### src/rtl/counter_pkg.sv
// Shared types for the parametrised up/down counter family.
package counter_pkg;

  typedef enum logic {MODE_WRAP, MODE_SAT} cnt_mode_e;
  typedef enum logic {DIR_DOWN, DIR_UP} cnt_dir_e;

endpackage

### src/rtl/counter_prescaler.sv
// Step prescaler for updown_counter_param; built only when CNT_PRESCALE_EN is defined.
// Emits one tick every (div+1) enabled cycles; clr restarts the spacing.
`ifdef CNT_PRESCALE_EN
module counter_prescaler #(
  parameter int PRESCALE_W = 4
) (
  input  logic                  clk,
  input  logic                  rst_n,
  input  logic                  en,
  input  logic                  clr,
  input  logic [PRESCALE_W-1:0] div,
  output logic                  tick
);

  logic [PRESCALE_W-1:0] r_presc;
  logic                  w_adv;
  logic                  w_hit;

  assign w_adv = en & ~clr;
  assign w_hit = (r_presc == div);
  assign tick  = w_adv & w_hit;

  always_ff @(posedge clk or negedge rst_n) begin
    if (!rst_n) begin
      r_presc <= '0;
    end else if (clr) begin
      r_presc <= '0;
    end else if (w_adv) begin
      // Wrap back to zero on the terminal value so div=0 ticks every cycle
      r_presc <= w_hit ? '0 : r_presc + 1'b1;
    end
  end

endmodule
`endif

### src/rtl/updown_counter_param.sv
// Parametrised up/down counter with wrap/saturate, load, terminal-count pulse and sticky overflow.
// Optional step prescaler enabled by defining CNT_PRESCALE_EN.
module updown_counter_param
  import counter_pkg::*;
#(
  parameter int               WIDTH      = 8,
  parameter logic [WIDTH-1:0] RESET_VAL  = '0,
  parameter int               PRESCALE_W = 4
) (
  input  logic                  clk,
  input  logic                  rst_n,
  input  logic                  en,
  input  logic                  load,
  input  logic [WIDTH-1:0]      load_val,
  input  logic                  dir,
  input  logic                  mode,
  input  logic [WIDTH-1:0]      limit,
  input  logic                  clr_ovf,
  input  logic [PRESCALE_W-1:0] presc_div,
  output logic [WIDTH-1:0]      count,
  output logic                  tc,
  output logic                  ovf_sticky
);

  logic [WIDTH-1:0] r_count;
  logic             r_tc;
  logic             r_ovf;

  logic [WIDTH-1:0] w_count_nxt;
  logic             w_step;
  logic             w_boundary;
  logic             w_ovf_nxt;
  cnt_dir_e         w_dir;
  cnt_mode_e        w_mode;

  assign w_dir  = cnt_dir_e'(dir);
  assign w_mode = cnt_mode_e'(mode);

`ifdef CNT_PRESCALE_EN
  logic w_tick;

  counter_prescaler #(
    .PRESCALE_W (PRESCALE_W)
  ) u_presc (
    .clk   (clk),
    .rst_n (rst_n),
    .en    (en),
    .clr   (load),
    .div   (presc_div),
    .tick  (w_tick)
  );

  assign w_step = en & ~load & w_tick;
`else
  logic w_unused_presc;

  assign w_unused_presc = ^presc_div;
  assign w_step         = en & ~load;
`endif

  always_comb begin
    w_boundary  = 1'b0;
    w_count_nxt = r_count;
    if (w_step) begin
      // ">=" on the up side catches a limit lowered below the current count
      w_boundary = (w_dir == DIR_UP) ? (r_count >= limit) : (r_count == '0);
    end
    if (load) begin
      w_count_nxt = (load_val > limit) ? limit : load_val;
    end else if (w_step) begin
      if (w_boundary) begin
        if (w_mode == MODE_WRAP) begin
          w_count_nxt = (w_dir == DIR_UP) ? '0 : limit;
        end else begin
          w_count_nxt = (w_dir == DIR_UP) ? limit : '0;
        end
      end else begin
        w_count_nxt = (w_dir == DIR_UP) ? r_count + 1'b1 : r_count - 1'b1;
      end
    end
    w_ovf_nxt = w_boundary | (r_ovf & ~clr_ovf);
  end

  always_ff @(posedge clk or negedge rst_n) begin
    if (!rst_n) begin
      r_count <= RESET_VAL;
      r_tc    <= 1'b0;
      r_ovf   <= 1'b0;
    end else begin
      r_count <= w_count_nxt;
      r_tc    <= w_boundary;
      r_ovf   <= w_ovf_nxt;
    end
  end

  assign count      = r_count;
  assign tc         = r_tc;
  assign ovf_sticky = r_ovf;

endmodule
### config.mk
export PLATFORM = sky130hd
export DESIGN_NAME = updown_counter_param
export DESIGN_NICKNAME = d
export VERILOG_FILES = /design/src/rtl/counter_pkg.sv /design/src/rtl/counter_prescaler.sv /design/src/rtl/updown_counter_param.sv
export SDC_FILE = /design/constraint.sdc
export NUM_CORES = 1
export LEC_CHECK = 0
export CORE_MARGIN = 4
export CORE_UTILIZATION = 43
export CTS_BUF_LIST = sky130_fd_sc_hd__clkbuf_4 sky130_fd_sc_hd__clkbuf_8
export DETAILED_ROUTE_END_ITERATION = 10
export PLACE_DENSITY = 0.81
export REMOVE_ABC_BUFFERS = 1
export SLEW_MARGIN = 20
export SYNTH_ARGS = -nofsm -noshare
export SYNTH_HDL_FRONTEND = slang
export SYNTH_HIERARCHICAL = 1
export SYNTH_SLANG_ARGS = --single-unit
### constraint.sdc
create_clock -name clk -period 2.9 [get_ports clk]
set_input_delay 0.58 -clock clk [delete_from_list [all_inputs] [get_ports clk]]
set_output_delay 0.58 -clock clk [all_outputs]
set_load 0.05 [all_outputs]
==> flow_metrics.env, run 1 <==
export IMPL_status="complete, no violations"
export IMPL_htreeDepth=1
export IMPL_wl_per_cell_um=15.4
export IMPL_area_delta_synth_final_pct=37.5
export IMPL_drive_gt1_share_pct=14.2
export IMPL_firstDrtPassIters=4
export IMPL_max_cap_violations=0
export IMPL_path_clk_slew_ns=0.08
export IMPL_initial_core_util_pct=45.1
export IMPL_drcViolationCount=0
export IMPL_syn_area_mm2=0.00139
export IMPL_synthAdderAreaFrac_pct=21.3
export IMPL_clockBufferDepth=2
export IMPL_post_cts_resized=0
export IMPL_vias=1367
export IMPL_drt_iter0_markers=110
export IMPL_min_delay_start="ovf_sticky"
export IMPL_timing_rr_start="count[0]"
export IMPL_leakagePower_nw=0.869
export IMPL_cts_tree="built"
export IMPL_design_area_mm2=0.00191
export IMPL_dieArea_mm2=0.00420
export IMPL_cts_buffers=3
export IMPL_seq_power_share_pct=22.1
export IMPL_clk_latency_ns=0.29
export IMPL_gp_congestion=0.846
export IMPL_swShare_pct=45.9
export IMPL_port_buffer_count=32
export IMPL_grt_max_degree=19
export IMPL_rsz0062_at_grt="no"
export IMPL_dpl_cell_area_mm2=0.00187
export IMPL_power_frac_clock_pct=14.2
export IMPL_ys_flop_type="dfrtp_1"
export IMPL_grt_pass1_wl_um=6440
export IMPL_synthMuxAreaShare_pct=10.0
export IMPL_critPathLaunchType="primary input"
export IMPL_routed_wl_um=3830
export IMPL_stdcell_count=248
export IMPL_synthXorXnorAreaFrac_pct=5.05
export IMPL_fin_tns_setup_ns=0
export IMPL_async_reset_ff_share_pct=100
export IMPL_ys_seq_area_share_pct=18.0
export IMPL_coreArea_mm2=0.00308
export IMPL_max_slew_margin_rel_pct=55.7
export IMPL_grt_pass1_vias=1423
export IMPL_worst_setup_path_type="in -> reg"
export IMPL_synth_top_family_by_area="compound AO/OA/AOI/OAI gates"
export IMPL_syn_inst=156
export IMPL_ys_warn_count=6
export IMPL_antenna_found_initial=0
export IMPL_peakVddDrop_uv=319
export IMPL_p_sw_mw=0.440
export IMPL_hold_path_class="reg -> reg"
export IMPL_critPathCaptureType="flop"
export IMPL_diodes=0
export IMPL_cts_hold_buf=0
export IMPL_max_freq_ghz=0.368
export IMPL_power_internal_mw=0.519
export IMPL_avgSynthCellArea_um2=8.89
export IMPL_synth_edff_count=0
export IMPL_cp_startpoint="limit[7]"
export IMPL_clock_sinks=10
export IMPL_die_w_um=64.8
export IMPL_worst_pin_slew_ns=0.664
export IMPL_routed_via_density=5.51
export IMPL_utilization_pct=62.0
export IMPL_power_frac_comb_pct=63.7
export IMPL_crit_fanout=9
export IMPL_cts_root_buf="clkbuf_4"
export IMPL_synth_compound_area_share_pct=21.6
export IMPL_period_share_pct=93.8
export IMPL_die_h_um=64.8
export IMPL_yosys_register_bits=10
export IMPL_placement_rows=20
export IMPL_fin_crit_ns=2.72
export IMPL_grtUsageTotal_pct=19.7
export IMPL_skew_ns=0.00506
export IMPL_grt_ovfl_total=0
export IMPL_hold_viol_final=0
export IMPL_required_ns=3.07
export IMPL_yosys_area_share_simple_pct=18.6
export IMPL_dpl_hpwl_um=3080
export IMPL_crit_arrival_ns=2.89
export IMPL_postCtsSetupBuffers=0
export IMPL_synth_cell_type_count=42
export IMPL_setup_viol=0
export IMPL_route_antenna_remaining_nets=0
export IMPL_total_power_mw=0.959
export IMPL_final_max_slew_viol_count=0
export IMPL_nets=255
export IMPL_ios=37
export IMPL_p_per_area_mw_per_mm2=502
export IMPL_dp_cells=244
-- metal layers --
metal | global-route usage, % | wire length, um | up-vias
met4 | 4.22 | 33 | 0
met1 | 23.3 | 1590 | 636
met3 | 5.03 | 238 | 4
met2 | 35.5 | 1970 | 47
met5 | 0 | 0 | -
li1 | - | - | 680
-- power groups by stage --
stage	registers, mW	logic [mW]	clock network [mW]
global placement	0.212	0.585	0
finish	0.212	0.611	0.136
detailed placement	0.213	0.605	0
floorplan	0.291	0.331	0
CTS	0.211	0.609	0.133
global route	0.218	0.663	0.143
-- flip-flops by register name (all words and copies together), names as in the netlist --
| signal | cells |
|---|---|
| tc | 1 |
| ovf_sticky | 1 |
| count | 8 |
-- per-stage QoR --
step           hold slack [ns]  worst slack [ns]
2_1_floorplan            0.284             0.459
3_3_place_gp             0.526           -0.0806
3_5_place_dp             0.536            -0.110
4_1_cts                  0.547             0.182
5_1_grt                  0.580            0.0825
6_report                 0.541             0.180
-- cell usage in the layout (no fill, tap or decap), drive strengths merged, types with 2 or more instances in the layout --
master,synthesis,final
nor2,10,10
a21o,2,2
nor3b,6,6
dfrtp,10,10
mux2i,6,6
xor2,3,3
clkbuf,4,4
o21a,2,2
nand2b,3,3
nand3,6,6
a221o,5,5
nor2b,2,2
xnor2,5,5
clkdlybuf4s50,0,32
nand2,11,11
a21oi,7,7
nand4,2,2
ha,22,22
nor4,3,3
mux2,7,7
inv,15,15
buf,1,17
o21ai,2,2
o22ai,2,2
o211ai,6,6
-- logic make-up after synthesis --
| kind of cell | after synthesis |
|---|---|
| DFF | 10 |
| muxes | 13 |
| xor gates and xnor gates | 8 |
| and+or+nand+nor | 46 |
| adders and majority gates | 23 |
| AOI/OAI and AO/OA | 36 |
| buffers and inverters | 20 |
-- critical path, stage by stage --
cell and delay (ns):
clkdlybuf4s50_1 0.49, inv_1 0.06, ha_1 0.31, nand4_1 0.14
nand2b_1 0.18, o22ai_2 0.39, mux2_1 0.38, a221o_1 0.35
-- path summary, 6_finish.rpt --
check                      cells past startpoint          to  slack, ns
setup reg to reg                               8    count[3]       0.58
setup / recovery                               8    count[3]       0.18
hold / removal                                 2  ovf_sticky       0.54
max in group asynchronous                      1    count[1]       1.96
min in group asynchronous                      1    count[6]       0.61
hold reg to reg                                2  ovf_sticky       0.54
-- area by class of cell --
cell class	count	area (um2)
fill	289	1170
multi-input combinational	126	1060
timing repair buffer	49	448
sequential	10	250
inverter	15	56.3
tap	44	55.1
clock buffer	4	36.3
-- cells in the mapped netlist (3+ instances only) --
library cell  count  area share, %
nor2_1           10            2.7
mux2i_1           6            4.3
xor2_1            3            1.9
o211ai_1          6            3.2
dfrtp_1          10             18
clkbuf_1          4            1.1
inv_1            15            4.1
a21oi_1           7            2.5
nand3_1           5            1.8
nor3b_1           6            3.2
nand2_1          11            3.0
nor4_1            3            1.4
mux2_1            5            4.1
a221o_1           5            3.6
xnor2_1           5            3.2
ha_1             22             20
Note: power is estimated with default switching activity, not from simulation.
==> inputs of run 2 (changes only) <==
SETUP_SLACK_MARGIN = 0.02   (was unset)
==> results of run 2 <==
No change in the layout: final DEF, timing and power equal those of run 1.
==> inputs of run 3 (changes only) <==
PLACE_DENSITY = 0.72   (was 0.81)
==> run 3 against run 2 <==
Against the previous run: clock skew about the same; hold slack gained 0.042 ns; total power decreased by 4.7%; critical path depth stayed put; final cell count increased by 0.40%; sequential share of layout area about the same; utilization is essentially flat; largest cell class unchanged.
==> flow_metrics.env, run 3 (same netlist as run 1, synthesis figures left out) <==
export IMPL_stdcell_count=249
export IMPL_hold_viol_final=0
export IMPL_cts_buffers=3
export IMPL_nets=257
export IMPL_met3_length_um=141
export IMPL_wl_met1_um=1680
export IMPL_p_per_area_mw_per_mm2=478
export IMPL_final_max_slew_viol_count=0
export IMPL_wl_per_cell_um=15.4
export IMPL_required_ns=3.05
export IMPL_worst_setup_path_type="in -> reg"
export IMPL_hold_depth=2
export IMPL_grtUsageTotal_pct=19.7
export IMPL_status="complete, no violations"
export IMPL_grt_pass1_wl_um=6480
export IMPL_fin_crit_ns=2.73
export IMPL_cts_root_buf="clkbuf_4"
export IMPL_hold_path_class="reg -> reg"
export IMPL_dp_cells=246
export IMPL_worstReg2RegEnd="count[5]"
export IMPL_diodes=0
export IMPL_grt_max_degree=18
export IMPL_power_internal_mw=0.493
export IMPL_skew_ns=0.00496
export IMPL_fillers=289
export IMPL_htreeDepth=1
export IMPL_power_frac_comb_pct=66.9
export IMPL_seq_power_share_pct=22.8
export IMPL_routed_via_density=5.39
export IMPL_coreArea_mm2=0.00308
export IMPL_clock_sinks=10
export IMPL_timing_rr_start="count[0]"
export IMPL_post_cts_resized=0
export IMPL_grt_pass1_vias=1431
export IMPL_min_delay_start="ovf_sticky"
export IMPL_swShare_pct=46.0
export IMPL_rsz0062_at_grt="no"
export IMPL_initial_core_util_pct=45.1
export IMPL_r2r_slack_ns=0.56
export IMPL_wl_met2_um=1930
export IMPL_final_cell_mix="32 x clkdlybuf4s50_1, 22 x ha_1, 19 x buf_4"
export IMPL_drive_gt1_share_pct=14.6
export IMPL_placement_rows=20
export IMPL_cts_tree="built"
export IMPL_port_buffer_count=32
export IMPL_dieArea_mm2=0.00420
export IMPL_worst_pin_slew_ns=0.669
export IMPL_gp_congestion=0.817
export IMPL_max_freq_ghz=0.366
export IMPL_area_delta_synth_final_pct=37.6
export IMPL_routed_top_layer="met4"
export IMPL_p_sw_mw=0.421
export IMPL_crit_arrival_ns=2.88
export IMPL_fin_tns_setup_ns=0
export IMPL_path_clk_slew_ns=0.06
export IMPL_worstRegToRegCells=8
export IMPL_place_ws_ns=-0.116
export IMPL_critPathCaptureType="flop"
export IMPL_die_h_um=64.8
export IMPL_vias=1343
export IMPL_power_frac_clock_pct=10.3
export IMPL_routed_wl_um=3830
export IMPL_leakagePower_nw=0.871
export IMPL_cts_hold_buf=0
export IMPL_antenna_found_initial=0
export IMPL_largest_reg_flops=8
export IMPL_max_cap_violations=0
export IMPL_period_share_pct=94.1
export IMPL_setup_viol=0
export IMPL_postCtsSetupBuffers=0
export IMPL_drt_iter0_markers=47
export IMPL_route_antenna_remaining_nets=0
export IMPL_max_slew_margin_rel_pct=55.1
export IMPL_worst_slack_ns=0.170
export IMPL_crit_fanout=8
export IMPL_mostFrequentLayoutCell="clkdlybuf4s50_1"
export IMPL_clockBufferDepth=2
export IMPL_ios=37
export IMPL_min_to="ovf_sticky"
export IMPL_firstDrtPassIters=4
export IMPL_clk_latency_ns=0.27
export IMPL_drcViolationCount=0
export IMPL_die_w_um=64.8
export IMPL_grt_ovfl_total=0
export IMPL_peakVddDrop_uv=275
export IMPL_critPathLaunchType="primary input"
export IMPL_dpl_hpwl_um=3110
==> run 3: power groups by stage <==
| stage | combinational (mW) | clock [mW] | sequential (mW) |
|---|---|---|---|
| after detailed placement | 0.608 | 0 | 0.212 |
| after CTS | 0.613 | 0.0964 | 0.209 |
| after floorplan | 0.331 | 0 | 0.291 |
| after global routing | 0.674 | 0.103 | 0.215 |
| after global placement | 0.591 | 0 | 0.211 |
| final | 0.611 | 0.0938 | 0.209 |
==> run 3: metal layers <==
metal / up-vias / track usage [%]
met1: 615 / 24.6
met4: 0 / 9.23
met5: - / 0
li1: 686 / -
met3: 6 / 1.91
met2: 36 / 33.8
==> run 3: worst max-delay path: stages <==
cell,delay [ns]
clkdlybuf4s50_1,0.50
inv_1,0.07
ha_1,0.31
and4b_1,0.21
a211oi_2,0.26
o22ai_2,0.24
mux2_1,0.37
a221o_1,0.35
==> run 3: cell type report <==
| cell class | instances | area, um2 | area share, % |
|---|---|---|---|
| Clock buffer | 3 | 22.5 | 1.18 |
| Inverter | 15 | 56.3 | 2.95 |
| Multi-Input combinational cell | 126 | 1060 | 55.6 |
| Sequential cell | 10 | 250 | 13.1 |
| Tap cell | 44 | 55.1 | 2.88 |
| Timing Repair Buffer | 51 | 463 | 24.2 |
==> run 3: how the worst max path moves through the flow <==
stage	from	to	slack, ns	cells past startpoint
2_1_floorplan	count[0]	count[2]	0.46	8
3_3_place_gp	limit[3]	count[6]	-0.06	8
3_5_place_dp	limit[3]	count[6]	-0.12	8
4_1_cts	limit[3]	count[6]	0.17	8
5_1_grt	limit[3]	count[6]	0.08	8
6_report	limit[3]	count[6]	0.17	8
==> run 3: metrics by stage <==
| step | power (mW) | hold slack [ns] | util (%) | instance area, um2 |
|---|---|---|---|---|
| 3_3_place_gp | 0.802 | 0.525 | 61.3 | 1890 |
| 2_1_floorplan | 0.622 | 0.284 | - | 1370 |
| 5_1_grt | 0.992 | 0.601 | 62.0 | 1910 |
| 4_1_cts | 0.919 | 0.590 | 62.0 | 1910 |
| 3_5_place_dp | 0.819 | 0.581 | 61.3 | 1890 |
| 6_report | 0.914 | 0.583 | 62.0 | 1910 |
